File: src/rtl/serial_rx_fifo_pkg.sv
// Shared definitions for the serial receive/transmit octet buffers.
// Octet width and the buffer depth legality check.
package serial_rx_fifo_pkg;

    localparam int OCTET_W = 8;

    function automatic bit depth_ok(input int d);
        return (d >= 2) && (d <= 256) && ((d & (d - 1)) == 0);
    endfunction

endpackage

File: src/rtl/serial_rx_fifo_mem.sv
// Octet storage: one synchronous write port, one asynchronous read port.
// Not reset, so it can map to distributed logic or a RAM primitive.
module serial_rx_fifo_mem
    import serial_rx_fifo_pkg::*;
#(
    parameter int DEPTH     = 16,
    parameter int ADDR_BITS = $clog2(DEPTH)
) (
    input  logic                 i_clk,
    input  logic                 we,
    input  logic [ADDR_BITS-1:0] waddr,
    input  logic [OCTET_W-1:0]   wdata,
    input  logic [ADDR_BITS-1:0] raddr,
    output logic [OCTET_W-1:0]   rdata
);

    logic [OCTET_W-1:0] mem [DEPTH];

    always_ff @(posedge i_clk) begin
        if (we) begin
            mem[waddr] <= wdata;
        end
    end

    assign rdata = mem[raddr];

endmodule

File: src/rtl/serial_rx_fifo.sv
// Receive-side first-word-fall-through octet buffer with sticky overrun.
// Pointers carry a wrap bit above the storage index to tell full from empty.
module serial_rx_fifo
    import serial_rx_fifo_pkg::*;
#(
    parameter int DEPTH     = 16,
    parameter int ADDR_BITS = $clog2(DEPTH)
) (
    input  logic                 i_clk,
    input  logic                 i_rst_n,
    input  logic                 i_wr,
    input  logic [OCTET_W-1:0]   i_data,
    output logic                 o_valid,
    output logic [OCTET_W-1:0]   o_data,
    input  logic                 i_rd,
    output logic [ADDR_BITS:0]   o_count,
    output logic                 o_full,
    output logic                 o_overrun,
    input  logic                 i_clr_ovr
);

    if (!depth_ok(DEPTH)) begin : g_bad_depth
        $error("serial_rx_fifo: DEPTH must be a power of two in 2..256");
    end

    localparam logic [ADDR_BITS:0] ONE     = (ADDR_BITS + 1)'(1);
    localparam logic [ADDR_BITS:0] DEPTH_W = (ADDR_BITS + 1)'(DEPTH);

    logic [ADDR_BITS:0] wr_ptr;
    logic [ADDR_BITS:0] rd_ptr;
    logic [ADDR_BITS:0] count_q;
    logic [ADDR_BITS:0] count_d;
    logic               full_q;
    logic               ovr_q;
    logic               pop;
    logic               push;
    logic               drop;

    assign o_valid = (wr_ptr != rd_ptr);
    assign pop     = o_valid && i_rd;
    // A pop in the same cycle frees the slot a full buffer needs.
    assign push    = i_wr && (!full_q || pop);
    assign drop    = i_wr && full_q && !pop;

    always_comb begin
        count_d = count_q;
        unique case ({push, pop})
            2'b10:   count_d = count_q + ONE;
            2'b01:   count_d = count_q - ONE;
            default: count_d = count_q;
        endcase
    end

    always_ff @(posedge i_clk or negedge i_rst_n) begin
        if (!i_rst_n) begin
            wr_ptr  <= '0;
            rd_ptr  <= '0;
            count_q <= '0;
            full_q  <= 1'b0;
            ovr_q   <= 1'b0;
        end else begin
            if (push) begin
                wr_ptr <= wr_ptr + ONE;
            end
            if (pop) begin
                rd_ptr <= rd_ptr + ONE;
            end
            count_q <= count_d;
            full_q  <= (count_d == DEPTH_W);
            if (drop) begin
                ovr_q <= 1'b1;
            end else if (i_clr_ovr) begin
                ovr_q <= 1'b0;
            end
        end
    end

    serial_rx_fifo_mem #(
        .DEPTH     (DEPTH),
        .ADDR_BITS (ADDR_BITS)
    ) u_mem (
        .i_clk (i_clk),
        .we    (push),
        .waddr (wr_ptr[ADDR_BITS-1:0]),
        .wdata (i_data),
        .raddr (rd_ptr[ADDR_BITS-1:0]),
        .rdata (o_data)
    );

    assign o_count   = count_q;
    assign o_full    = full_q;
    assign o_overrun = ovr_q;

endmodule
File: config.mk
export PLATFORM = sky130hd
export DESIGN_NAME = serial_rx_fifo
export DESIGN_NICKNAME = d
export VERILOG_FILES = /design/src/rtl/serial_rx_fifo_pkg.sv /design/src/rtl/serial_rx_fifo_mem.sv /design/src/rtl/serial_rx_fifo.sv
export SDC_FILE = /design/constraint.sdc
export NUM_CORES = 1
export LEC_CHECK = 0
export ABC_AREA = 0
export CORE_ASPECT_RATIO = 0.8
export CORE_MARGIN = 2
export CORE_UTILIZATION = 55
export DETAILED_ROUTE_END_ITERATION = 16
export PLACE_DENSITY = 0.82
export SLEW_MARGIN = 10
export SYNTH_ARGS = -nofsm -noshare
export SYNTH_HDL_FRONTEND = slang
export SYNTH_SLANG_ARGS = --single-unit
File: constraint.sdc
create_clock -name i_clk -period 3.9 [get_ports i_clk]
set_input_delay 0.39 -clock i_clk [delete_from_list [all_inputs] [get_ports i_clk]]
set_output_delay 0.39 -clock i_clk [all_outputs]
set_load 0.005 [all_outputs]
==> implementation parameters, run 1 <==
Parameter                              Value

Power
  Part of the power in the clock network    26.9%
  Portion of total power attributed to sequential cells    between 30% and 40%
  Leakage    ~2.3 nW
  Part of the power in combinational logic    approximately a third
  Net switching share of the total power    between 30% and 40%
  Peak VDD IR    about 0.46 mV
  Internal Power    0.00366 W
  Power dissipated by switching net loads    about 0.0016 W
  Total power per unit cell area    766 nW/um^2

Synthesis
  Share of flip-flops with an asynchronous set or reset    a little under an eighth
  Post-Synthesis Mean Instance Area    19.3 um^2
  Dominant cell type by area after synthesis    sky130_fd_sc_hd__edfxtp_1
  Main area contributors after synthesis    sky130_fd_sc_hd__edfxtp_1 64%, sky130_fd_sc_hd__mux4_2 12%, sky130_fd_sc_hd__dfrtp_1 7.1%
  Number of enable flip-flop cells after synthesis    ~130
  Number of nets produced by synthesis    332
  Proportion of netlist area held by the largest area contributor    ~64%
  Total of warnings raised by yosys    0
  Post-synthesis sequential element count    roughly 150
  Seq/Total Area, Yosys    71.5%
  Mapped Area    roughly 6000 um^2
  Top flip-flop cell by instance count after synthesis    sky130_fd_sc_hd__edfxtp_1
  Count of unique library cells instantiated by Yosys    35
  Synth top cells by count    128 x sky130_fd_sc_hd__edfxtp_1, 31 x sky130_fd_sc_hd__mux4_2, 17 x sky130_fd_sc_hd__dfrtp_1
  Most instantiated library cell after synthesis    sky130_fd_sc_hd__edfxtp_1
  Cells after Synth    309

Global routing
  GR Layer Usage met3    a little under 6%
  Met2 capacity usage during global routing    a little under a third
  Number of global-route vias before repair    3065
  Global router's overall resource usage    roughly 21%
  Maximum number of pins on one net before global-route repair    36
  Met1 usage    slightly below 30%
  First-pass GRT wire length    about 17000 um
  Number of antenna violations at the first check in global routing    0
  Most Used Layer, Global Route    met2
  Global route overflow    0

Layout
  Fraction of layout cells with a size suffix above 1    between 20% and 30%
  Number of standard cells in the final layout excluding fillers    roughly 510
  Area delta synth->final    15.4%
  Nets    approximately 370
  Antenna diodes    0
  Final design instance area without fill    approximately 6900 um^2

Routing
  Drt wl/cell    21.9 um
  DRT Pass-1 Iters    5
  Sum of routed wire length over all layers    approximately 11000 um
  Number of vias in the routed layout    around 3000
  DRC viols    0
  Number of design-rule violations left by the first detailed-router iteration    295
  Number of nets with antenna violations after routing    0
  Ratio of routed vias to standard cells    between 5 and 6

STA
  Skew final    0.00878 ns
  Final setup TNS    0 ns
  Max_slew headroom    37.6%
  Min Tclk post-route    ~3.4 ns
  Final cycle utilization of the critical path    87.4%
  Least-Margin Pin Slew    slightly above 0.9 ns
  Maximum clock rate    just under 300 MHz
  Max-slew violation total from the final report    0
  Unrepaired setup endpoints after global routing    false
  Total setup violations reported at the end of the flow    0
  Number of failing hold endpoints at the final stage    0

Clocking
  Insertion delay of the later-clocked pin in the worst-skew pair    0.41 ns
  CTS Root Buffer Type    sky130_fd_sc_hd__clkbuf_16
  TritonCTS Buffers    17
  Post-CTS Repair Setup Buffers    0
  Post-CTS sizing    0
  Clock sinks    145
  CTS H-Tree Depth    4
  Number of buffers on the longest clock path    2
  Clock-pin slew reported for the worst setup and hold paths after clock tree synthesis    around 0.06 ns
  Hold buffer count at CTS    0
  Clock tree from TritonCTS    done

Setup path
  Cell count of the worst reg-to-reg path    11
  CP Capture Type    output pin
  Launch point of the worst reg-to-reg path    rd_ptr[3]$_DFFE_PN0P_
  Required time at the endpoint of the critical path    between 3 and 4 ns
  Critical path origin    rd_ptr[0]$_DFFE_PN0P_
  CP startpoint kind    flip-flop
  Worst EP arrival    3.02 ns
  Max FO, Critical Path    15
  Critical path start-end classification    flip-flop to output pin

Die
  Overall die width    121 um
  Area of the die    11700 um^2
  Top Ports    29
  Die Span Y    97.2 um
  Core area    10700 um^2
  Effective utilization at floorplan    55.7%
  # rows    34

Worst hold path
  Min-delay worst type    input port to asynchronous set/reset pin

Outcome
  Outcome    finished, final reports clean

Placed design
  Port Buffers    28
  Placed cell areas    about 6400 um^2
  Placed insts    between 400 and 500
  Global placement routability congestion    around 0.87
  DP Wirelength    about 6700 um

Job
  Count of maximum capacitance violations    0
-- through the flow --
step / setup slack, ns / hold slack (ns) / power [W] / util (%)
after detailed placement: 0.744 / 0.485 / 0.00388 / 59.5
after CTS: 0.413 / 0.456 / 0.00532 / 64.3
after global routing: 0.274 / 0.494 / 0.00553 / 64.3
final: 0.490 / 0.438 / 0.00528 / 64.3
after floorplan: 1.12 / 0.0944 / 0.00332 / -
after global placement: 0.847 / 0.478 / 0.00382 / 59.5
-- kinds of logic after synthesis --
group | Yosys count | synth area share, %
AOI/OAI and AO/OA | 27 | 3.33
adders and majority gates | 10 | 2.22
buffers and inverters | 21 | 2.37
and+or+nand+nor | 46 | 3.98
DFF | 145 | 71.5
xor gates and xnor gates | 17 | 2.62
muxes | 43 | 14.0
-- flip-flops by register name (all words and copies together), names as in the netlist --
signal	count
o_full	1
rd_ptr	5
wr_ptr	5
o_overrun	1
o_count	5
u_mem.mem	128
-- area by class of cell --
cell class	count	area, um^2
clock buffer	21	440
clock inverter	10	70.1
fill	731	3830
inverter	5	18.8
multi-input combinational	143	1560
sequential	145	4270
tap	144	180
timing repair buffer	37	348
-- cell usage in the layout (no fill, tap or decap), drive strengths merged, types with 10 or more instances in the layout --
| cell type | instances |
|---|---|
| dfrtp | 17 |
| nor2 | 14 |
| edfxtp | 128 |
| a21oi | 10 |
| mux4 | 32 |
| clkdlybuf4s50 | 28 |
| clkbuf | 21 |
| nand2 | 11 |
-- power groups by stage --
stage               sequential [W]  combinational [W]  clock [W]
finish                     0.00210            0.00176    0.00142
detailed placement         0.00213            0.00175          0
global placement           0.00211            0.00170          0
floorplan                  0.00204            0.00128          0
CTS                        0.00210            0.00177    0.00144
global route               0.00213            0.00190    0.00150
-- path summary, 6_finish.rpt --
kind	end	slack (ns)
max	o_data[7]	0.49
min	o_full$_DFF_PN0_	0.44
max reg2reg	o_full$_DFF_PN0_	0.80
min reg2reg	rd_ptr[4]$_DFFE_PN0P_	0.49
max in group asynchronous	rd_ptr[0]$_DFFE_PN0P_	2.91
min in group i_clk	rd_ptr[4]$_DFFE_PN0P_	0.49
-- routing by layer --
layer	vias up	share of wire (%)	routed length [um]
met5	-	0	0
met4	0	1.6	172
met3	16	6.1	676
met2	88	48	5340
met1	1547	44	4860
li1	1308	-	-
-- critical path: stages (launching register included) --
cell                              delay (ns)
sky130_fd_sc_hd__dfrtp_2                0.57
sky130_fd_sc_hd__buf_4                  0.36
sky130_fd_sc_hd__buf_4                  0.34
sky130_fd_sc_hd__mux4_2                 0.53
sky130_fd_sc_hd__mux2i_1                0.24
sky130_fd_sc_hd__a21oi_1                0.10
sky130_fd_sc_hd__clkdlybuf4s50_1        0.45
(Power assumes the default switching activity.)
==> run 2, diff against run 1 <==
SKIP_CTS_REPAIR_TIMING = 1   (was not set)
SLEW_MARGIN = 20   (was 10)
==> results of run 2 <==
No change in the layout: final DEF, timing and power equal those of run 1.
